[src/rtl/ab_xchg_pkg.sv]
// Shared types for the a/b register-exchange engine.
package ab_xchg_pkg;

    localparam int OP_CNT_W = 16;

    typedef enum logic [1:0] {
        XCHG_HOLD    = 2'd0,
        XCHG_COPY_AB = 2'd1,
        XCHG_COPY_BA = 2'd2,
        XCHG_SWAP    = 2'd3
    } xchg_mode_e;

    typedef enum logic [1:0] {
        ST_IDLE = 2'd0,
        ST_RUN  = 2'd1,
        ST_DONE = 2'd2
    } xchg_state_e;

endpackage

[src/rtl/ab_xchg_if.sv]
// Register-fabric bus of the exchange engine: writes, command handshake, reads, status.
// Handshake: a command transfers on a rising edge where cmd_valid && cmd_ready.
interface ab_xchg_if
    import ab_xchg_pkg::*;
#(
    parameter int WIDTH = 8,
    parameter int NCH   = 4,
    parameter int CHW   = (NCH > 1) ? $clog2(NCH) : 1
);
    logic                wr_en;
    logic                wr_sel;
    logic [CHW-1:0]      wr_ch;
    logic [WIDTH-1:0]    wr_data;
    logic                cmd_valid;
    logic                cmd_ready;
    logic [1:0]          cmd_mode;
    logic [NCH-1:0]      cmd_mask;
    logic                busy;
    logic                done;
    logic [CHW-1:0]      rd_ch;
    logic [WIDTH-1:0]    rd_a;
    logic [WIDTH-1:0]    rd_b;
    logic [OP_CNT_W-1:0] op_cnt;
    xchg_state_e         state;

    modport master (
        output wr_en, wr_sel, wr_ch, wr_data, cmd_valid, cmd_mode, cmd_mask, rd_ch,
        input  cmd_ready, busy, done, rd_a, rd_b, op_cnt, state
    );

    modport slave (
        input  wr_en, wr_sel, wr_ch, wr_data, cmd_valid, cmd_mode, cmd_mask, rd_ch,
        output cmd_ready, busy, done, rd_a, rd_b, op_cnt, state
    );
endinterface

[src/rtl/ab_xchg_prio_sel.sv]
// Lowest-set-bit finder: index and one-hot of the lowest pending channel.
module ab_xchg_prio_sel #(
    parameter int NCH = 4,
    parameter int CHW = (NCH > 1) ? $clog2(NCH) : 1
) (
    input  logic [NCH-1:0] mask,
    output logic [CHW-1:0] idx,
    output logic [NCH-1:0] onehot
);
    // Two's-complement trick isolates the lowest set bit.
    assign onehot = mask & (~mask + 1'b1);

    always_comb begin
        idx = '0;
        for (int i = NCH - 1; i >= 0; i--) begin
            if (mask[i]) idx = CHW'(i);
        end
    end
endmodule

[src/rtl/ab_xchg_engine.sv]
// Multi-channel a/b register exchange engine: applies a runtime transfer mode
// to each masked channel, lowest index first, one channel per clock.
module ab_xchg_engine
    import ab_xchg_pkg::*;
#(
    parameter  int WIDTH = 8,
    parameter  int NCH   = 4,
    localparam int CHW   = (NCH > 1) ? $clog2(NCH) : 1
) (
    input logic     sysclk,
    input logic     rst,
    ab_xchg_if.slave bus
);
    logic [WIDTH-1:0]    a_q [NCH];
    logic [WIDTH-1:0]    b_q [NCH];
    xchg_state_e         state_q;
    xchg_mode_e          mode_q;
    logic [NCH-1:0]      pend_q;
    logic [OP_CNT_W-1:0] op_cnt_q;
    logic                ready_q, busy_q, done_q;

    logic [CHW-1:0]      sel_idx;
    logic [NCH-1:0]      sel_onehot;
    logic [NCH-1:0]      pend_next;
    logic                wr_hit;

    ab_xchg_prio_sel #(.NCH(NCH), .CHW(CHW)) u_prio (
        .mask   (pend_q),
        .idx    (sel_idx),
        .onehot (sel_onehot)
    );

    assign pend_next = pend_q & ~sel_onehot;

    // A write to the channel being processed this cycle loses to the engine.
    assign wr_hit = bus.wr_en && (32'(bus.wr_ch) < NCH) &&
                    !(state_q == ST_RUN && bus.wr_ch == sel_idx);

    always_ff @(posedge sysclk) begin
        if (rst) begin
            for (int i = 0; i < NCH; i++) begin
                a_q[i] <= '0;
                b_q[i] <= '0;
            end
            state_q  <= ST_IDLE;
            mode_q   <= XCHG_HOLD;
            pend_q   <= '0;
            op_cnt_q <= '0;
            ready_q  <= 1'b1;
            busy_q   <= 1'b0;
            done_q   <= 1'b0;
        end else begin
            if (wr_hit) begin
                if (bus.wr_sel) b_q[bus.wr_ch] <= bus.wr_data;
                else            a_q[bus.wr_ch] <= bus.wr_data;
            end
            case (state_q)
                ST_IDLE: begin
                    if (bus.cmd_valid) begin
                        mode_q  <= xchg_mode_e'(bus.cmd_mode);
                        pend_q  <= bus.cmd_mask;
                        ready_q <= 1'b0;
                        if (|bus.cmd_mask) begin
                            state_q <= ST_RUN;
                            busy_q  <= 1'b1;
                        end else begin
                            state_q <= ST_DONE;
                            done_q  <= 1'b1;
                        end
                    end
                end
                ST_RUN: begin
                    case (mode_q)
                        XCHG_COPY_AB: b_q[sel_idx] <= a_q[sel_idx];
                        XCHG_COPY_BA: a_q[sel_idx] <= b_q[sel_idx];
                        XCHG_SWAP: begin
                            a_q[sel_idx] <= b_q[sel_idx];
                            b_q[sel_idx] <= a_q[sel_idx];
                        end
                        default: ;
                    endcase
                    if (mode_q != XCHG_HOLD && op_cnt_q != '1)
                        op_cnt_q <= op_cnt_q + 16'd1;
                    pend_q <= pend_next;
                    if (pend_next == '0) begin
                        state_q <= ST_DONE;
                        busy_q  <= 1'b0;
                        done_q  <= 1'b1;
                    end
                end
                ST_DONE: begin
                    state_q <= ST_IDLE;
                    done_q  <= 1'b0;
                    ready_q <= 1'b1;
                end
                default: begin
                    state_q <= ST_IDLE;
                    ready_q <= 1'b1;
                    busy_q  <= 1'b0;
                    done_q  <= 1'b0;
                end
            endcase
        end
    end

    assign bus.cmd_ready = ready_q;
    assign bus.busy      = busy_q;
    assign bus.done      = done_q;
    assign bus.op_cnt    = op_cnt_q;
    assign bus.state     = state_q;
    assign bus.rd_a      = (32'(bus.rd_ch) < NCH) ? a_q[bus.rd_ch] : '0;
    assign bus.rd_b      = (32'(bus.rd_ch) < NCH) ? b_q[bus.rd_ch] : '0;
endmodule

[src/flat_wrapper.sv]
// flat-port wrapper written by rule: the top's interface ports become plain ports
module ab_xchg_engine_flat import ab_xchg_pkg::*;
#(
    parameter  int WIDTH = 8,
    parameter  int NCH   = 4,
    localparam int CHW   = (NCH > 1) ? $clog2(NCH) : 1
)
  (sysclk, rst, bus_wr_en, bus_wr_sel, bus_wr_ch, bus_wr_data, bus_cmd_valid, bus_cmd_mode, bus_cmd_mask, bus_rd_ch, bus_cmd_ready, bus_busy, bus_done, bus_rd_a, bus_rd_b, bus_op_cnt, bus_state);
  ab_xchg_if #(.WIDTH(WIDTH), .NCH(NCH), .CHW((2))) bus_i ();
  input logic sysclk;
  input logic rst;
  input wire logic [$bits(bus_i.wr_en)-1:0] bus_wr_en;
  input wire logic [$bits(bus_i.wr_sel)-1:0] bus_wr_sel;
  input wire logic [$bits(bus_i.wr_ch)-1:0] bus_wr_ch;
  input wire logic [$bits(bus_i.wr_data)-1:0] bus_wr_data;
  input wire logic [$bits(bus_i.cmd_valid)-1:0] bus_cmd_valid;
  input wire logic [$bits(bus_i.cmd_mode)-1:0] bus_cmd_mode;
  input wire logic [$bits(bus_i.cmd_mask)-1:0] bus_cmd_mask;
  input wire logic [$bits(bus_i.rd_ch)-1:0] bus_rd_ch;
  output wire logic [$bits(bus_i.cmd_ready)-1:0] bus_cmd_ready;
  output wire logic [$bits(bus_i.busy)-1:0] bus_busy;
  output wire logic [$bits(bus_i.done)-1:0] bus_done;
  output wire logic [$bits(bus_i.rd_a)-1:0] bus_rd_a;
  output wire logic [$bits(bus_i.rd_b)-1:0] bus_rd_b;
  output wire logic [$bits(bus_i.op_cnt)-1:0] bus_op_cnt;
  output wire logic [$bits(bus_i.state)-1:0] bus_state;
  assign bus_i.wr_en = bus_wr_en;
  assign bus_i.wr_sel = bus_wr_sel;
  assign bus_i.wr_ch = bus_wr_ch;
  assign bus_i.wr_data = bus_wr_data;
  assign bus_i.cmd_valid = bus_cmd_valid;
  assign bus_i.cmd_mode = bus_cmd_mode;
  assign bus_i.cmd_mask = bus_cmd_mask;
  assign bus_i.rd_ch = bus_rd_ch;
  assign bus_cmd_ready = bus_i.cmd_ready;
  assign bus_busy = bus_i.busy;
  assign bus_done = bus_i.done;
  assign bus_rd_a = bus_i.rd_a;
  assign bus_rd_b = bus_i.rd_b;
  assign bus_op_cnt = bus_i.op_cnt;
  assign bus_state = bus_i.state;
  ab_xchg_engine #(.WIDTH(WIDTH), .NCH(NCH)) u_core (.sysclk(sysclk), .rst(rst), .bus(bus_i));
endmodule
[config.mk]
export PLATFORM = sky130hd
export DESIGN_NAME = ab_xchg_engine_flat
export DESIGN_NICKNAME = d
export VERILOG_FILES = /design/src/rtl/ab_xchg_pkg.sv /design/src/rtl/ab_xchg_if.sv /design/src/rtl/ab_xchg_prio_sel.sv /design/src/rtl/ab_xchg_engine.sv /design/src/flat_wrapper.sv
export SDC_FILE = /design/constraint.sdc
export NUM_CORES = 1
export LEC_CHECK = 0
export CAP_MARGIN = 25
export CORE_MARGIN = 3
export CORE_UTILIZATION = 60
export CTS_CLUSTER_SIZE = 8
export DETAILED_ROUTE_END_ITERATION = 16
export HOLD_SLACK_MARGIN = 0.05
export PLACE_DENSITY = 0.9
export SETUP_SLACK_MARGIN = 0.15
export SYNTH_ARGS = -nofsm -noshare
export SYNTH_HDL_FRONTEND = slang
export SYNTH_SLANG_ARGS = --single-unit
[constraint.sdc]
create_clock -name sysclk -period 3.4 [get_ports sysclk]
set_clock_uncertainty 0.2 [all_clocks]
set_input_delay 0.51 -clock sysclk [delete_from_list [all_inputs] [get_ports sysclk]]
set_output_delay 0.51 -clock sysclk [all_outputs]
set_load 0.05 [all_outputs]
## Yosys cells after proc, flatten, opt, wreduce, memory -nomap -nowiden

Memories as Yosys holds them, arrays and structs flattened.
Cells that the tools add are included.

- Add/sub/neg operators: 2
- $mul: 0
- Div/mod/pow operators: 0
- Order comparisons: 0
- Eq/ne operators: 11
- Shift operators: 0
- Multiplexer cells: 56
- Bitwise gates (word level): 8
- Reductions and logical operators: 20

Operator list:

| operator | count |
|---|---|
| $mux 8 | 6 |
| $mux 1 | 33 |
| $reduce_or 8->1 | 4 |
| $mux 2 | 11 |
| $add 16x1->16 const B | 1 |
| $ne 16x16->1 const B | 1 |
| $reduce_and 2->1 | 5 |
| $and 4x4->4 | 2 |
| $not 4->4 | 2 |
| $pmux 4 s2 | 1 |
| $eq 2x2->1 const B | 3 |
| $ne 2x2->1 const B | 3 |
| $add 4x1->4 const B | 1 |
| $eq 2x1->1 const B | 2 |
| $logic_not 4->1 | 1 |
| $mux 4 | 1 |
| $pmux 1 s2 | 2 |
| $pmux 2 s2 | 1 |
| $reduce_and 4->1 | 1 |
| $reduce_bool 2->1 | 2 |
| $reduce_or 4->1 | 1 |
| $logic_and 1x1->1 | 3 |
| $pmux 1 s3 | 1 |
| $reduce_and 3->1 | 1 |
| other kinds (6) | 8 |

- Bits in registers: 27
- Bits in latches: 0
- RAM bits: 64
- ROM bits: 0
- Word-level logic and storage cells: 106
- Memories kept: 2

Memory list:

| name | depth | bits a word | rd ports | clocked after Yosys merged registers in | write ports | RTL line | RTL |
|---|---|---|---|---|---|---|---|
| u_core.a_q | 4 | 8 | 2 | 0 | 4 | ab_xchg_engine.sv:14 | `logic [WIDTH-1:0] a_q [NCH];` |
| u_core.b_q | 4 | 8 | 2 | 0 | 4 | ab_xchg_engine.sv:15 | `logic [WIDTH-1:0] b_q [NCH];` |

## Depth between registers and ports, before layout

Gate-level depths: netlist (run 1).

- Depth in word-level cells: 13
- Mapped depth: 8
- Depth with buffers taken out: 6

## Modules after synthesis

A second synthesis (run 1) with hierarchy kept.

- Cells, all modules: 400
- Area, all modules: 5258.8 µm²

By module, submodules not included:

| module | times used | cells each | area each (µm²) | seq. area each (µm²) |
|---|---|---|---|---|
| ab_xchg_engine | 1 | 391 | 5190.0 | 2462.4 |
| ab_xchg_prio_sel | 1 | 9 | 68.8 | 0.0 |

## Worst setup path after synthesis (run 1)

No wires, ideal clock.

- Path type: register to register
- From: register u_core.state_q[1] (netlist: u_core.bus.state[1])
- To: memory u_core.b_q[2][0], enable pin
- Arrival: 1984 ps
- Required time: 2824 ps
- Slack: 840 ps
- Cell stages (with the launch flop): 6
- Clock period less this slack: 2560 ps
- Path through: dfxtp_1 > buf_4 > nor2b_1 > buf_6 > a311o_2 > o211ai_1

RTL lines:

| item | RTL line | RTL |
|---|---|---|
| start, declared | ab_xchg_engine.sv:16 | `xchg_state_e state_q;` |
| start signal, assigned | ab_xchg_engine.sv:45 | `state_q <= ST_IDLE;` |
| start signal, assigned | ab_xchg_engine.sv:64 | `state_q <= ST_RUN;` |
| start signal, assigned | ab_xchg_engine.sv:67 | `state_q <= ST_DONE;` |
| end, declared | ab_xchg_engine.sv:15 |  |

==> results of run 1 <==
## critical path: stages (launching register included)
cell and delay, ns:
dfxtp_1 0.42, or2_4 0.31, o21bai_4 0.67, nand2_2 0.32
o211ai_1 0.53
## worst min path at each step
| stage | start | endpoint | slack, ns | cells after the start |
|---|---|---|---|---|
| floorplan | u_core.mode_q[0]$_SDFFE_PP0P_ | u_core.mode_q[0]$_SDFFE_PP0P_ | 0.26 | 2 |
| global placement | u_core.bus.busy$_SDFFE_PP0P_ | u_core.bus.busy$_SDFFE_PP0P_ | 0.25 | 2 |
| detailed placement | u_core.bus.busy$_SDFFE_PP0P_ | u_core.bus.busy$_SDFFE_PP0P_ | 0.27 | 2 |
| CTS | u_core.bus.busy$_SDFFE_PP0P_ | u_core.bus.busy$_SDFFE_PP0P_ | 0.28 | 2 |
| global route | u_core.bus.busy$_SDFFE_PP0P_ | u_core.bus.busy$_SDFFE_PP0P_ | 0.30 | 2 |
| finish | u_core.bus.busy$_SDFFE_PP0P_ | u_core.bus.busy$_SDFFE_PP0P_ | 0.28 | 2 |
## metrics by stage
step,power (mW),hold WS (ns)
after floorplan,1.66,0.262
after global placement,1.81,0.252
after detailed placement,1.83,0.267
after CTS,2.59,0.282
after global routing,2.68,0.297
final,2.61,0.277
## logic make-up after synthesis
logic type	Yosys count	synth area share (%)
DFF	91	49.7
AOI/OAI and AO/OA	145	22.6
buffers and inverters	31	3.36
xor gates and xnor gates	14	2.47
and+or+nand+nor	140	13.8
muxes	18	7.70
adders and majority gates	2	0.455
## power by group through the flow
| stage | registers (mW) | logic [mW] | clock network, mW |
|---|---|---|---|
| 6_report | 1.30 | 0.522 | 0.790 |
| 5_1_grt | 1.30 | 0.548 | 0.834 |
| 4_1_cts | 1.29 | 0.516 | 0.781 |
| 3_5_place_dp | 1.32 | 0.514 | 0 |
| 3_3_place_gp | 1.31 | 0.501 | 0 |
| 2_1_floorplan | 1.32 | 0.342 | 0 |
## Yosys cell counts (all sizes together) (2+ instances only)
master / count / area [sq um]
a21oi: 10 / 53.8
o211ai: 9 / 72.6
nor2: 50 / 188
nor2b: 4 / 25.0
o21ai: 27 / 143
o21bai: 2 / 26.3
mux4: 16 / 360
inv: 6 / 22.5
and4: 2 / 20.0
buf: 15 / 105
nand2b: 3 / 26.3
o22ai: 48 / 300
a221o: 2 / 20.0
nand4: 7 / 50.1
and2: 2 / 12.5
o21a: 4 / 30.0
nand2: 48 / 190
edfxtp: 64 / 1920
clkbuf: 10 / 38.8
and3: 6 / 37.5
a22oi: 19 / 143
dfxtp: 27 / 541
nor3: 6 / 57.6
a221oi: 16 / 240
xor2: 14 / 123
nand3: 7 / 35.0
## cell type report
type / instances / area, sq um
clock buffers: 13 / 170
clock inverters: 3 / 43.8
fillers: 521 / 2070
inverters: 6 / 22.5
multi-input cells: 319 / 2330
flip-flops and latches: 91 / 2460
well taps: 102 / 128
repair buffers: 74 / 663
## flip-flops by register name, indices dropped and copies added, names as in the netlist
name / flops
u_core.a_q: 32
u_core.b_q: 32
u_core.bus.busy: 1
u_core.bus.cmd_ready: 1
u_core.bus.done: 1
u_core.bus.op_cnt: 16
u_core.bus.state: 2
u_core.mode_q: 2
u_core.pend_q: 4
## routing by layer
metal | vias to the layer above | global-route usage, % | part of all wire (%)
met2 | 342 | 46.9 | 48
met5 | - | 0 | 0
met4 | 0 | 14.6 | 4.0
li1 | 1869 | - | -
met3 | 58 | 6.42 | 11
met1 | 2050 | 36.9 | 37
==> reports/metrics.csv, run 1 <==
metric,value,unit
Longest Clk Path Bufs,2,
flop2flop setup slack,0.57,ns
Async SR Flop Fraction,0,%
f_max,0.353,GHz
first-pass GRT wire length,21800,microns
Comb pwr share,20.0,%
DR vias/cell,7.10,
area grow syn2layout,17.5,%
count of different cell masters after synthesis,58,
Flop pwr share,49.7,%
top_reg_cell synth,edfxtp_1,
largest net degree at the start of global routing,22,
Final #Nets,525,
port buffer count,59,
Post-CTS Hold Buffers,0,
P_leak,2.03,nW
DR pass1 iterations,5,
worst r2r src,u_core.pend_q[2]$_SDFFE_PP0P_,
Initial Utilization,62.8,%
cells after synthesis,441,
placer congestion estimate,0.925,
Core Rows,32,
CTS buffer count,9,
CTS H-tree lvls,3,
Seq cells post-synth,91,
height of the die,96.9,microns
Critical Path Sink,u_core.a_q[0][4]$_DFFE_PP_,
Routed WL,13800,microns
Setup TNS,0,ns
CTS tree,built,
slew at the pin with the worst max-slew slack,0.950,ns
post-route antenna net violation count,0,
VDD IR-drop max,0.000319,V
Crit. End Element,flop,
Via Count,4319,
placed inst area,5610,sq um
power per cell area,448,nW/um^2
Hold WC Path Type,flop to flop,
ratio of cells with drive above 1 in the final layout,19.4,%
"most common cell after layout, fill and taps aside",edfxtp_1,
r2r endpoint,u_core.a_q[0][4]$_DFFE_PP_,
Setup WS pre-CTS,0.519,ns
switch share,29.9,%
Worst-path clk slew,0.08,ns
fin crit share,83.2,%
dpl cells,592,
DRC Markers,0,
Mapped Nets,465,
antenna violations before repair,0,
HPWL after detailed placement,9330,microns
Critical Path RT,3.19,ns
"Design Area, Final",5820,sq um
Total GRT Usage,29.0,%
number of flops mapped to enable cells by yosys,64,
post-CTS sizing,0,
min Tclk post-route,2.83,ns
clock power share,30.3,%
Max transition margin,36.4,%
endpoints failing hold,0,
Worst EP arrival,2.62,ns
Internal,1.83,mW
Layout Cells excl Fill,608,
final worst slack,0.570,ns
vias in the first global route,4257,
Finished Core Util,73.8,%
remaining global-route overflow,0,
Worst-Skew Late Latency,0.36,ns
status,"complete, no violations",
CP Max Fanout,18,
# Max-Cap Violations,0,
CP startpoint,u_core.pend_q[2]$_SDFFE_PP0P_,
WL per Instance,22.7,microns
Reg2Reg Depth,4,
Final Slew Violations,0,
sequential area share after synthesis,49.7,%
postcts setup bufs,0,
Critical Setup Path Class,flop to flop,
Setup Viol. Count Final,0,
die footprint,9380,sq um
Ant. Diodes,0,
total clock sinks,91,
Synthesis Warnings,0,
Chip Width,96.9,microns
Root Driver,clkbuf_8,
most frequent cells in the layout,"edfxtp_1, nor2_1, o22ai_1",
# IOs,60,
Core ar.,7890,sq um
CP Launch Type,flop,
first-iteration detailed-routing DRC count,602,
RSZ-0062 raised after global routing,no,
Switch Pwr,779,uW
Syn Std Cell Area,4950,sq um
"Avg Cell Area, Syn",11.2,sq um
Note: power is estimated with default switching activity, not from simulation.
==> run 2, diff against run 1 <==
--- a/config.mk
+++ b/config.mk
@@ -7,11 +7,11 @@
 export LEC_CHECK = 0
 export CAP_MARGIN = 25
 export CORE_MARGIN = 3
-export CORE_UTILIZATION = 60
+export CORE_UTILIZATION = 51
 export CTS_CLUSTER_SIZE = 8
 export DETAILED_ROUTE_END_ITERATION = 16
 export HOLD_SLACK_MARGIN = 0.05
-export PLACE_DENSITY = 0.9
+export PLACE_DENSITY = 0.82
 export SETUP_SLACK_MARGIN = 0.15
 export SYNTH_ARGS = -nofsm -noshare
 export SYNTH_HDL_FRONTEND = slang
==> constraint.sdc (replaced) <==
create_clock -name sysclk -period 2.5 [get_ports sysclk]
set_clock_uncertainty 0.2 [all_clocks]
set_input_delay 0.375 -clock sysclk [delete_from_list [all_inputs] [get_ports sysclk]]
set_output_delay 0.375 -clock sysclk [all_outputs]
set_load 0.05 [all_outputs]
==> reports/metrics.csv, run 2 (synthesized netlist as in run 1, its figures left out) <==
metric,value,unit,change
min Tclk post-route,2.29,ns,
Layout Cells excl Fill,652,,+7.2%
flop2flop setup slack,0.25,ns,-0.32 ns
area grow syn2layout,22.1,%,
Total GRT Usage,26.9,%,-2.1 points
remaining global-route overflow,0,,unchanged
Longest Clk Path Bufs,2,,unchanged
"Design Area, Final",6050,sq um,+3.9%
WL per Instance,21.9,microns,-3.6%
vias in the first global route,4494,,+5.6%
switch share,30.1,%,+0.17 points
slew at the pin with the worst max-slew slack,0.808,ns,-0.142 ns
Ant. Diodes,0,,unchanged
P_leak,2.14,nW,+5.4%
port buffer count,59,,unchanged
first-pass GRT wire length,23200,microns,+6.4%
ratio of cells with drive above 1 in the final layout,22.9,%,+3.6 points
Root Driver,clkbuf_8,,
CP Launch Type,input port,,
Setup WS pre-CTS,0.0419,ns,-0.477 ns
antenna violations before repair,0,,unchanged
Flop pwr share,48.3,%,-1.4 points
Comb pwr share,20.6,%,+0.6 points
Via Count,4306,,-0.30%
Setup TNS,0,ns,unchanged
placer congestion estimate,0.915,,-1.1%
total clock sinks,91,,unchanged
Reg2Reg Depth,5,,+1
Final Slew Violations,0,,unchanged
dpl cells,635,,+7.3%
CTS tree,built,,
post-route antenna net violation count,0,,unchanged
largest net degree at the start of global routing,26,,+18%
Critical Path Sink,bus_rd_a[3],,
HPWL after detailed placement,9740,microns,+4.5%
Switch Pwr,1.09,mW,+40%
Worst-Skew Late Latency,0.37,ns,about the same
height of the die,105,microns,+7.9%
Hold WC Path Type,flop to flop,,
hold path start,u_core.bus.done$_SDFFE_PP0P_,,
CP startpoint,bus_rd_ch[0],,
Critical Path RT,1.92,ns,-1.27 ns
CP Max Fanout,8,,-10
Core ar.,9330,sq um,+18%
fin crit share,91.5,%,
Worst EP arrival,1.71,ns,-0.91 ns
Worst-path clk slew,0.09,ns,about the same
"most common cell after layout, fill and taps aside",edfxtp_1,,
most frequent cells in the layout,"edfxtp_1, nor2_1, o22ai_1",,
placed inst area,5790,sq um,+3.3%
Post-CTS Hold Buffers,0,,unchanged
total power,3.62,mW,+39%
worst r2r src,u_core.pend_q[3]$_SDFFE_PP0P_,,
DR vias/cell,6.60,,-7.0%
DRC Markers,0,,unchanged
Setup Viol. Count Final,0,,unchanged
first-iteration detailed-routing DRC count,445,,-26%
DR pass1 iterations,8,,+3
Final #Nets,542,,+3.2%
status,"complete, no violations",,
Internal,2.53,mW,+39%
Crit. End Element,output pin,,
CTS buffer count,9,,unchanged
Core Rows,35,,+9.4%
postcts setup bufs,0,,unchanged
CTS H-tree lvls,3,,unchanged
clock power share,31.1,%,+0.8 points
endpoints failing hold,0,,unchanged
# IOs,60,,unchanged
Max transition margin,46.0,%,+9.6 points
power per cell area,599,nW/um^2,+34%
f_max,0.437,GHz,
Routed WL,14300,microns,+3.4%
# Max-Cap Violations,0,,unchanged
die footprint,10900,sq um,+17%
RSZ-0062 raised after global routing,no,,
Finished Core Util,64.9,%,-8.9 points
Initial Utilization,53.1,%,-9.7 points
final worst slack,0.213,ns,-0.357 ns
VDD IR-drop max,0.000317,V,-0.51%
Critical Setup Path Class,input port to output pin,,
r2r endpoint,u_core.a_q[0][7]$_DFFE_PP_,,
hold slack,0.268,ns,-0.00867 ns
Chip Width,105,microns,+7.9%
run 2: how the worst min path moves through the flow:
stage,depth (start not counted),end
4_1_cts,2,u_core.bus.busy$_SDFFE_PP0P_
6_report,2,u_core.bus.done$_SDFFE_PP0P_
2_1_floorplan,2,u_core.mode_q[0]$_SDFFE_PP0P_
3_3_place_gp,2,u_core.bus.done$_SDFFE_PP0P_
3_5_place_dp,2,u_core.bus.busy$_SDFFE_PP0P_
5_1_grt,2,u_core.bus.busy$_SDFFE_PP0P_
run 2: power groups by stage:
stage	Sequential, mW	Clock, mW	Combinational (mW)
floorplan	1.79	0	0.466
CTS	1.75	1.13	0.737
global route	1.76	1.19	0.786
detailed placement	1.78	0	0.725
global placement	1.78	0	0.708
finish	1.75	1.13	0.746
run 2: layer usage:
layer  GRT usage (%)  wire length, microns  vias to the layer above  share of wire (%)
met2            44.7                  7000                      322                 49
met5               0                     0                        -                  0
met1            32.8                  5250                     2023                 37
met3            6.86                  1510                       59                 11
li1                -                     -                     1902                  -
met4            12.7                   502                        0                3.5
run 2: area by class of cell:
cell class / instances / area (sq um)
clock inverters: 6 / 97.6
inverters: 6 / 22.5
well taps: 129 / 161
clock buffers: 10 / 128
flip-flops and latches: 91 / 2470
fillers: 718 / 3280
multi-input cells: 319 / 2330
repair buffers: 91 / 840
run 2: what timing repair did:
action,4_1_cts,5_1_grt
gates resized for setup,1,2
setup endpoints to repair,16,10
gates cloned,1,0
run 2: critical path, cell delays in order:
cell           delay (ns)
dlygate4sd2_1        0.31
bufbuf_16            0.33
mux4_2               0.49
buf_4                0.20
==> run 3, diff against run 2 <==
--- a/config.mk
+++ b/config.mk
@@ -5,7 +5,7 @@
 export SDC_FILE = /design/constraint.sdc
 export NUM_CORES = 1
 export LEC_CHECK = 0
-export CAP_MARGIN = 25
+export CAP_MARGIN = 20
 export CORE_MARGIN = 3
 export CORE_UTILIZATION = 51
 export CTS_CLUSTER_SIZE = 8
==> results of run 3 <==
Final layout, timing and power as in run 2 (identical DEF).
